[config.mk]
export PLATFORM = sky130hd
export DESIGN_NAME = jstk_frame_filter
export DESIGN_NICKNAME = d
export VERILOG_FILES = /design/src/rtl/jstk_pkg.sv /design/src/rtl/jstk_axis_avg.sv /design/src/rtl/jstk_frame_filter.sv
export SDC_FILE = /design/constraint.sdc
export NUM_CORES = 1
export LEC_CHECK = 0
export ABC_AREA = 1
export CAP_MARGIN = 30
export CORE_ASPECT_RATIO = 1.1
export CORE_MARGIN = 5
export CORE_UTILIZATION = 40
export DETAILED_ROUTE_END_ITERATION = 16
export HOLD_SLACK_MARGIN = 0.05
export PLACE_DENSITY = 0.67
export SYNTH_ARGS = -nofsm -noshare
export SYNTH_HDL_FRONTEND = slang
export SYNTH_SLANG_ARGS = --single-unit
[constraint.sdc]
create_clock -name clk -period 2.29 [get_ports clk]
set_input_delay 0.229 -clock clk [delete_from_list [all_inputs] [get_ports clk]]
set_output_delay 0.229 -clock clk [all_outputs]
set_load 0.01 [all_outputs]
[src/rtl/jstk_pkg.sv]
// Shared definitions for the PmodJSTK frame conditioning path: axis type,
// joystick centre and the bit positions of each field inside a 40-bit frame.
package jstk_pkg;

    localparam int JSTK_AXIS_W  = 10;
    localparam int JSTK_FRAME_W = 40;
    localparam int JSTK_CENTER  = 512;

    // X and Y are split across two bytes each; buttons sit in the last byte.
    localparam int JSTK_X_LO_MSB = 39;
    localparam int JSTK_X_LO_LSB = 32;
    localparam int JSTK_X_HI_MSB = 25;
    localparam int JSTK_X_HI_LSB = 24;
    localparam int JSTK_Y_LO_MSB = 23;
    localparam int JSTK_Y_LO_LSB = 16;
    localparam int JSTK_Y_HI_MSB = 9;
    localparam int JSTK_Y_HI_LSB = 8;
    localparam int JSTK_BTN_MSB  = 1;
    localparam int JSTK_BTN_LSB  = 0;

    typedef logic [JSTK_AXIS_W-1:0] axis_t;

endpackage

[src/rtl/jstk_axis_avg.sv]
// One axis of the S1 stage: power-of-two moving average with first-frame priming.
// With JSTK_FILTER_AVG_EN undefined this collapses to a plain sample register.
module jstk_axis_avg
    import jstk_pkg::*;
#(
    parameter int AVG_LOG2 = 2
) (
    input  logic  clk,
    input  logic  rst,
    input  logic  i_valid,
    input  axis_t i_sample,
    output axis_t o_value
);

    if (AVG_LOG2 < 1 || AVG_LOG2 > 4) begin : g_bad_avg_log2
        $error("jstk_axis_avg: AVG_LOG2 must be 1..4");
    end

`ifdef JSTK_FILTER_AVG_EN
    localparam int DEPTH = 1 << AVG_LOG2;
    localparam int SUM_W = JSTK_AXIS_W + AVG_LOG2;

    axis_t                r_hist [DEPTH];
    logic [SUM_W-1:0]     r_sum;
    logic [AVG_LOG2-1:0]  r_ptr;
    logic                 r_primed;

    // r_ptr always names the oldest slot; its width makes it wrap at DEPTH.
    always_ff @(posedge clk) begin
        if (rst) begin
            r_primed <= 1'b0;
            r_ptr    <= '0;
            r_sum    <= '0;
        end else if (i_valid) begin
            if (!r_primed) begin
                for (int i = 0; i < DEPTH; i++) begin
                    r_hist[i] <= i_sample;
                end
                r_sum    <= SUM_W'(i_sample) << AVG_LOG2;
                r_ptr    <= '0;
                r_primed <= 1'b1;
            end else begin
                r_hist[r_ptr] <= i_sample;
                r_sum         <= r_sum - SUM_W'(r_hist[r_ptr]) + SUM_W'(i_sample);
                r_ptr         <= r_ptr + 1'b1;
            end
        end
    end

    assign o_value = axis_t'(r_sum >> AVG_LOG2);
`else
    axis_t r_sample;

    always_ff @(posedge clk) begin
        if (rst) begin
            r_sample <= axis_t'(JSTK_CENTER);
        end else if (i_valid) begin
            r_sample <= i_sample;
        end
    end

    assign o_value = r_sample;
`endif

endmodule

[src/rtl/jstk_frame_filter.sv]
// PmodJSTK frame conditioning: S0 capture/unpack, S1 axis averaging, S2 deadzone,
// button debounce and output register. Averaging enabled by JSTK_FILTER_AVG_EN.
module jstk_frame_filter
    import jstk_pkg::*;
#(
    parameter int AVG_LOG2   = 2,
    parameter int DEADZONE   = 64,
    parameter int BTN_FRAMES = 2
) (
    input  logic        clk,
    input  logic        rst,
    input  logic        ss,
    input  logic [39:0] frame_in,
    output logic [9:0]  xpos,
    output logic [9:0]  ypos,
    output logic [1:0]  buttons,
    output logic        dir_left,
    output logic        dir_right,
    output logic        dir_up,
    output logic        dir_down,
    output logic        out_valid,
    output logic [7:0]  frame_count
);

    if (DEADZONE < 0 || DEADZONE > 511 || BTN_FRAMES < 1 || BTN_FRAMES > 7) begin : g_bad_param
        $error("jstk_frame_filter: DEADZONE or BTN_FRAMES out of range");
    end

    localparam logic [10:0] THR_HI   = 11'(JSTK_CENTER + DEADZONE);
    localparam logic [10:0] THR_LO   = 11'(JSTK_CENTER - DEADZONE);
    localparam logic [2:0]  CNT_LAST = 3'(BTN_FRAMES - 1);

    // ---------------- S0: edge detect, capture, unpack ----------------
    logic  r_ss_q;
    logic  r_s0_valid;
    axis_t r_s0_x;
    axis_t r_s0_y;
    logic [1:0] r_s0_btn;
    logic  w_frame;
    logic  w_unused_bits;

    assign w_frame       = ss & ~r_ss_q;
    assign w_unused_bits = ^{frame_in[31:26], frame_in[15:10], frame_in[7:2]};

    always_ff @(posedge clk) begin
        if (rst) begin
            r_ss_q     <= 1'b1;
            r_s0_valid <= 1'b0;
        end else begin
            r_ss_q     <= ss;
            r_s0_valid <= w_frame;
            if (w_frame) begin
                r_s0_x   <= {frame_in[JSTK_X_HI_MSB:JSTK_X_HI_LSB], frame_in[JSTK_X_LO_MSB:JSTK_X_LO_LSB]};
                r_s0_y   <= {frame_in[JSTK_Y_HI_MSB:JSTK_Y_HI_LSB], frame_in[JSTK_Y_LO_MSB:JSTK_Y_LO_LSB]};
                r_s0_btn <= frame_in[JSTK_BTN_MSB:JSTK_BTN_LSB];
            end
        end
    end

    // ---------------- S1: averaging (inside jstk_axis_avg) ----------------
    logic       r_s1_valid;
    logic [1:0] r_s1_btn;
    axis_t      w_x_filt;
    axis_t      w_y_filt;

    jstk_axis_avg #(.AVG_LOG2(AVG_LOG2)) u_avg_x (
        .clk      (clk),
        .rst      (rst),
        .i_valid  (r_s0_valid),
        .i_sample (r_s0_x),
        .o_value  (w_x_filt)
    );

    jstk_axis_avg #(.AVG_LOG2(AVG_LOG2)) u_avg_y (
        .clk      (clk),
        .rst      (rst),
        .i_valid  (r_s0_valid),
        .i_sample (r_s0_y),
        .o_value  (w_y_filt)
    );

    always_ff @(posedge clk) begin
        if (rst) begin
            r_s1_valid <= 1'b0;
        end else begin
            r_s1_valid <= r_s0_valid;
            if (r_s0_valid) begin
                r_s1_btn <= r_s0_btn;
            end
        end
    end

    // ---------------- S2: debounce, deadzone, output register ----------------
    logic [2:0] r_btn_cnt  [2];
    logic [2:0] w_cnt_next [2];
    logic [1:0] w_btn_next;
    logic [1:0] w_btn_same;
    logic [1:0] w_btn_fire;

    // The output flips only once a differing raw value has been seen BTN_FRAMES frames in a row.
    for (genvar gi = 0; gi < 2; gi++) begin : g_debounce
        assign w_btn_same[gi] = (r_s1_btn[gi] == buttons[gi]);
        assign w_btn_fire[gi] = !w_btn_same[gi] && (r_btn_cnt[gi] == CNT_LAST);
        assign w_btn_next[gi] = w_btn_fire[gi] ? r_s1_btn[gi] : buttons[gi];
        assign w_cnt_next[gi] = (w_btn_same[gi] || w_btn_fire[gi]) ? 3'd0 : r_btn_cnt[gi] + 3'd1;
    end

    always_ff @(posedge clk) begin
        if (rst) begin
            xpos        <= 10'(JSTK_CENTER);
            ypos        <= 10'(JSTK_CENTER);
            buttons     <= 2'b00;
            dir_left    <= 1'b0;
            dir_right   <= 1'b0;
            dir_up      <= 1'b0;
            dir_down    <= 1'b0;
            out_valid   <= 1'b0;
            frame_count <= 8'd0;
            for (int i = 0; i < 2; i++) begin
                r_btn_cnt[i] <= 3'd0;
            end
        end else begin
            out_valid <= r_s1_valid;
            if (r_s1_valid) begin
                xpos        <= w_x_filt;
                ypos        <= w_y_filt;
                dir_right   <= {1'b0, w_x_filt} > THR_HI;
                dir_left    <= {1'b0, w_x_filt} < THR_LO;
                dir_up      <= {1'b0, w_y_filt} > THR_HI;
                dir_down    <= {1'b0, w_y_filt} < THR_LO;
                buttons     <= w_btn_next;
                frame_count <= frame_count + 8'd1;
                for (int i = 0; i < 2; i++) begin
                    r_btn_cnt[i] <= w_cnt_next[i];
                end
            end
        end
    end

endmodule
* Yosys cells after proc, flatten, opt, wreduce, memory -nomap -nowiden
Memories as Yosys holds them, arrays and structs flattened. Index checks and enable logic that the tools add are counted.
Storage, ports and cells: flip-flop bits (word level) 82, bits in writable memories 6, input bits 43, logic and storage cells 55, memories kept 1
Memories:
- r_btn_cnt | words 2, bits a word 3, read ports 2, clocked after memory_dff 0, write ports 2, line jstk_frame_filter.sv:94 | logic [2:0] r_btn_cnt [2];
Operators by class: $add $sub $neg 3, $lt $le $gt $ge 4, equal/unequal tests 4, multiplexer cells 9, bitwise gates (word level) 5, reductions and logical operators 10
Operator list (number):
- > comparator 10 bit, second input constant | 2
- less-than comparator 10 x 9 -> 1 bit, second input constant | 2
- 2-to-1 mux 3 bit | 4
- adder 8 x 1 -> 8 bit, second input constant | 1
- AND reduction 2 bit | 4
- adder 3 x 1 -> 3 bit, second input constant | 2
- == test 3 x 1 -> 1 bit, second input constant | 2
- 2-to-1 mux 1 bit | 5
- == test 1 bit | 2
- logical AND 1 bit | 2
- logical NOT 1 bit | 2
- logical OR 1 bit | 2
- NOT 1 bit | 2
- OR 1 bit | 2
- bitwise AND 1 bit | 1

* Longest topological paths before layout
Gate-level depths: netlist (run 1).
word-level depth 6, depth in mapped cells 9, depth with buffers taken out 7

* Cells and area by module
From an unflattened synthesis (run 1), not the netlist that was laid out.
Second synthesis, totals: cell total of the unflattened synthesis 345, area, all modules 3310.7 um^2
By module, submodules not included:
- jstk_frame_filter | instances 1, cells an instance 221, area an instance 2482.4 um^2
- jstk_axis_avg | instances 2, cells an instance 62, area an instance 414.1 um^2

* Worst setup path before layout (run 1)
No wires, ideal clock.
path kind input to register, start input rst, end register r_s0_btn[0], enable pin, setup time 0.429 ns, arrival 1.931 ns, path slack -0.069 ns, stages 2, buffers on the path 1, cells stage by stage buf_6 nor3_1
Between the ends: cells in the longest elaborated chain, start to end 2
Ends and longest elaborated chain:
- start: declaration | line jstk_frame_filter.sv:11 | input logic rst,
- NOT 1 bit (no source line)
- AND reduction 2 bit (no source line)
- end signal: assignment | line jstk_frame_filter.sv:55 | r_s0_btn <= frame_in[JSTK_BTN_MSB:JSTK_BTN_LSB];
- end: declaration | line jstk_frame_filter.sv:38 | logic [1:0] r_s0_btn;
Every way passes these cells. A chain may end at the register's enable or synchronous reset.

* Final worst setup path (run 1)
start register r_s0_valid, end register r_s1_btn[1], enable pin
Between the ends: cells in the longest elaborated chain, start to end 1
Ends and longest elaborated chain:
- start: declaration | line jstk_frame_filter.sv:35 | logic r_s0_valid;
- start signal: assignment | line jstk_frame_filter.sv:51 | r_s0_valid <= w_frame;
- AND reduction 2 bit (no source line)
- end signal: assignment | line jstk_frame_filter.sv:88 | r_s1_btn <= r_s0_btn;
- end: declaration | line jstk_frame_filter.sv:62 | logic [1:0] r_s1_btn;
Every way passes these cells.

==> flow_summary.json, run 1 <==
{
  "drcViolationCount": 0,
  "max_slew.worst_pin.slew_ns": 0.832,
  "first_global_vias": 2008,
  "hpwl_mm": 4.20,
  "dp_slack_ns": 0.596,
  "use_met1_pct": 15.2,
  "rsz0062_at_grt": "false",
  "slew_viol_final": 0,
  "core-area_um2": 7560,
  "instances_no_fill": 474,
  "hp-class": "reg2reg",
  "cts.sinks": 88,
  "syn-cell-area_um2": 3130,
  "rows": 33,
  "cts_resized": 0,
  "status": "finished, final reports clean",
  "critPathRequiredTime_ns": 2.32,
  "dieHeight_um": 103,
  "routed-via-count": 2146,
  "grt_overflow": 0,
  "ys_top_cells_by_area": "dfxtp_1 (37%), edfxtp_1 (29%), nor2_1 (5.8%)",
  "grt_first_pass_wirelength_mm": 9.46,
  "yosysTopAreaCell": "dfxtp_1",
  "initial_core_util_pct": 41.4,
  "cp-start-kind": "flip-flop",
  "ys_seq_area_share_pct": 65.9,
  "path_class": "reg2reg",
  "cts_tree": "built",
  "totalWireLength_mm": 5.84,
  "slew_headroom_pct": 44.5,
  "ant_nets": 0,
  "dr.pass1.iters": 4,
  "portBuffers": 59,
  "cts_max_level": 3,
  "clkTransAtPathRegs_ns": 0.08,
  "cp_max_fo": 31,
  "grt_usage_pct": 12.9,
  "clockBufferDepth": 2,
  "drt_iter0_drc": 80,
  "period_needed_ns": 1.66,
  "yosys.area.top_type_share_pct": 37.1,
  "area_delta_synth_final_pct": 27.3,
  "synth.distinct_cells": 22,
  "globalplace.congestion": 0.733,
  "cp-end-kind": "flip-flop",
  "fin_skew_ns": 0.0119,
  "max_freq_mhz": 604,
  "postCtsHoldBufs": 0,
  "nNetsFinal": 412,
  "die_w_um": 94.4,
  "utilization_pct": 52.7,
  "setup_violations": 0,
  "diodes": 0,
  "final.period_utilization_pct": 72.3,
  "vdd_drop_max_mv": 0.429,
  "cts_buffers": 9,
  "power_density_nw_per_um2": 685,
  "clkLatencyLatePin_ns": 0.34,
  "root_buffer": "clkbuf_8",
  "die_area_um2": 9700,
  "cap_violations": 0,
  "power.leakage_nw": 1.52,
  "met3_usage_pct": 3.36,
  "wl_per_cell_um": 12.3,
  "arrival_ns": 1.69,
  "grt_busiest_layer": "met2",
  "dpl.cell_count": 458,
  "grt_max_degree": 32,
  "yosys_warnings": 0,
  "hold_viol_final": 0,
  "syn-num-nets": 351,
  "pin_count": 78,
  "post_cts_buffers": 0,
  "drive_gt1_share_pct": 5.96,
  "syn_avg_cell_area_um2": 10.3,
  "setup_ws_ns": 0.634,
  "ys_ff_latch": 88,
  "antenna_found_initial": 0,
  "use_met2_pct": 21.6,
  "synthCells": 303,
  "vias_per_cell": 4.53,
  "totalNegativeSetupSlack_ns": 0
}
[cells by family after synthesis]
family / share of synthesized area [%]
flops: 65.9
simple gates: 13.7
fa+ha+maj: 2.00
buf+inv: 5.99
compound gates: 11.3
xor+xnor: 1.12
[power breakdown]
part	switching [W]	total (W)	internal (W)
registers	0.0000167	0.00166	0.00164
clock network	0.000485	0.000946	0.000462
logic	0.0000620	0.000125	0.0000628
total	0.000563	0.00273	0.00216
[metrics by stage]
stage               total power, W  hold WS, ns  area [µm²]
global placement           0.00182        0.405        3810
floorplan                  0.00176        0.328        3140
global route               0.00285        0.410        3980
CTS                        0.00277        0.419        3980
finish                     0.00273        0.423        3980
detailed placement         0.00182        0.405        3810
[state kept, by name, indices dropped and copies added (netlist names), 2 cells and up]
name and cells:
r_s0_x 10, u_avg_y.o_value 10, buttons 2, frame_count 8
r_s0_btn 2, u_avg_x.o_value 10, r_btn_cnt 6, r_s1_btn 2
xpos 10, r_s0_y 10, ypos 10
[worst max-delay path, stage by stage (launching register included)]
cell     delay, ns
dfxtp_1       0.57
inv_1         0.48
nor2_1        0.30
[final timing paths]
path | startpoint | to | slack (ns) | cells after the start
max reg2reg | r_s0_valid | r_s1_btn[1] | 0.63 | 2
max | r_s0_valid | r_s1_btn[1] | 0.63 | 2
min reg2reg | r_s0_btn[0] | r_s1_btn[0] | 0.42 | 0
min | r_s0_btn[0] | r_s1_btn[0] | 0.42 | 0
[area by class of cell]
type	count	area, µm²
inverters	28	110
fillers	699	3570
clock buffers	14	164
clock inverters	2	11.3
flip-flops and latches	88	2060
repair buffers	62	613
multi-input cells	175	892
well taps	105	131
[cell usage in the layout (no fill, tap or decap), types with 10 or more instances in the layout]
master / n
edfxtp_1: 30
nand3_1: 10
a21oi_1: 19
inv_1: 25
nor2_1: 48
a22o_1: 10
o21ai_0: 34
dfxtp_1: 58
nand2_1: 38
clkdlybuf4s50_1: 59
[Yosys cell counts]
cell type	n
a21oi_1	19
a22o_1	10
buf_2	2
buf_4	2
buf_6	3
clkbuf_1	5
dfxtp_1	58
edfxtp_1	30
ha_1	5
inv_1	25
inv_2	1
inv_4	2
nand2_1	38
nand2_4	1
nand2_8	1
nand3_1	10
nor2_1	48
nor2_2	1
nor3_1	4
o21ai_0	34
xnor2_1	2
xor2_1	2
[metal layers]
layer  routed length (µm)  part of all wire (%)
met5                    0                     0
met4                  139                   2.4
met3                  182                   3.1
met2                 2970                    51
met1                 2550                    44
Power figures use the tool's default switching activity.
==> run 2: changes to the inputs <==
--- a/config.mk
+++ b/config.mk
@@ -12,7 +12,7 @@
 export CORE_UTILIZATION = 40
 export DETAILED_ROUTE_END_ITERATION = 16
 export HOLD_SLACK_MARGIN = 0.05
-export PLACE_DENSITY = 0.67
+export PLACE_DENSITY = 0.64
 export SYNTH_ARGS = -nofsm -noshare
 export SYNTH_HDL_FRONTEND = slang
 export SYNTH_SLANG_ARGS = --single-unit
==> constraint.sdc (replaced) <==
create_clock -name clk -period 1.7 [get_ports clk]
set_input_delay 0.17 -clock clk [delete_from_list [all_inputs] [get_ports clk]]
set_output_delay 0.17 -clock clk [all_outputs]
set_load 0.01 [all_outputs]
==> flow_summary.json, run 2 (synthesized netlist as in run 1, its figures left out) <==
{
  "status": "finished, final reports clean",
  "period_needed_ns": 1.52,
  "final.period_utilization_pct": 89.5,
  "arrival_ns": 1.35,
  "holdCritStartpoint": "frame_in[33]",
  "vdd_drop_max_mv": 0.526,
  "vias_per_cell": 4.55,
  "initial_core_util_pct": 41.4,
  "postCtsHoldBufs": 0,
  "die_w_um": 94.4,
  "holdPathStages": 1,
  "globalplace.congestion": 0.739,
  "reg2reg_to": "dir_up",
  "setup_violations": 0,
  "cts.sinks": 88,
  "crit_chain": "clkdlybuf4s50_1",
  "antenna_found_initial": 0,
  "clkLatencyLatePin_ns": 0.36,
  "cts_buffers": 9,
  "r2r_cells": 7,
  "dieHeight_um": 103,
  "post_cts_buffers": 0,
  "cts_tree": "built",
  "routed-via-count": 2185,
  "final_cell_mix": "clkdlybuf4s50_1 (59), dfxtp_1 (58), nor2_1 (48)",
  "critPathRequiredTime_ns": 1.53,
  "cts_resized": 0,
  "holdPathEnd": "r_s0_x[1]",
  "cp-start-kind": "flip-flop",
  "hpwl_mm": 4.25,
  "totalNegativeSetupSlack_ns": 0,
  "path_class": "reg2out",
  "cp_num_buf_inv": 1,
  "slew_viol_final": 0,
  "cap_violations": 0,
  "setup_ws_ns": 0.179,
  "multi_input_comb_area_um2": 892,
  "grt_max_degree": 28,
  "core-area_um2": 7560,
  "seq_area_um2": 2060,
  "r2r_start": "r_s1_valid",
  "cts_max_level": 3,
  "nNetsFinal": 418,
  "dr.pass1.iters": 4,
  "rsz0062_at_grt": "false",
  "power_density_nw_per_um2": 955,
  "grt_first_pass_wirelength_mm": 9.75,
  "max_freq_mhz": 657,
  "hold_viol_final": 0,
  "rrSetupSlack_ns": 0.39,
  "portBuffers": 59,
  "drt_iter0_drc": 109,
  "drive_gt1_share_pct": 8.53,
  "drcViolationCount": 0,
  "fillers": 695,
  "clkTransAtPathRegs_ns": 0.10,
  "area_delta_synth_final_pct": 30.6,
  "cp_max_fo": 6,
  "totalWireLength_mm": 5.93,
  "grt_overflow": 0,
  "crit_family": "buffers and inverters",
  "cp_slowest_stage_delay_ns": 0.57,
  "diodes": 0,
  "wl_per_cell_um": 12.4,
  "max_slew.worst_pin.slew_ns": 0.394,
  "first_global_vias": 2082,
  "cp-end-kind": "primary output",
  "slew_headroom_pct": 73.7,
  "die_area_um2": 9700,
  "dp_slack_ns": 0.0966,
  "rows": 33,
  "pin_count": 78,
  "startpoint": "frame_count[5]",
  "fin_skew_ns": 0.0112,
  "grt_usage_pct": 13.2,
  "hp-class": "in2reg",
  "power.leakage_nw": 1.57,
  "ant_nets": 0,
  "final_common_cell": "clkdlybuf4s50_1",
  "clockBufferDepth": 2,
  "root_buffer": "clkbuf_8",
  "critPathSlowestCell": "clkdlybuf4s50_1"
}
run 2: where the power goes:
group          internal, W  total [W]  switching, W
Sequential         0.00221    0.00223     0.0000216
Clock             0.000713    0.00150      0.000784
Combinational    0.0000897   0.000176     0.0000866
Total              0.00301    0.00390      0.000892
run 2: how the worst max path moves through the flow:
stage | endpoint | cells after the start | slack (ns)
global route | frame_count[5] | 1 | 0.09
detailed placement | u_avg_y.o_value[7] | 5 | 0.1
finish | frame_count[5] | 1 | 0.18
global placement | u_avg_y.o_value[7] | 5 | 0.08
CTS | frame_count[5] | 1 | 0.15
floorplan | r_s0_btn[0] | 2 | 0.06
run 2: area by class of cell:
class | instances | area share (%)
Timing Repair Buffer | 68 | 16.7
Multi-Input combinational cell | 175 | 21.8
Tap cell | 105 | 3.21
Clock buffer | 9 | 3.03
Clock inverter | 7 | 2.08
Inverter | 28 | 2.69
Sequential cell | 88 | 50.4
run 2: through the flow:
step / cells / area, µm² / util (%) / power, W / hold slack [ns]
after floorplan: 303 / 3140 / - / 0.00237 / 0.269
after global placement: 464 / 3880 / 51.3 / 0.00245 / 0.406
after detailed placement: 464 / 3880 / 51.3 / 0.00246 / 0.407
after CTS: 480 / 4090 / 54.1 / 0.00395 / 0.342
after global routing: 480 / 4090 / 54.1 / 0.00407 / 0.329
final: 480 / 4090 / 54.1 / 0.00390 / 0.357
run 2: layer usage:
metal	share of wire [%]	track usage, %	up-vias
met4	2.2	7.33	0
met1	44	15.6	989
met5	0	0	-
li1	-	-	1140
met3	4.3	3.87	11
met2	49	21.6	45
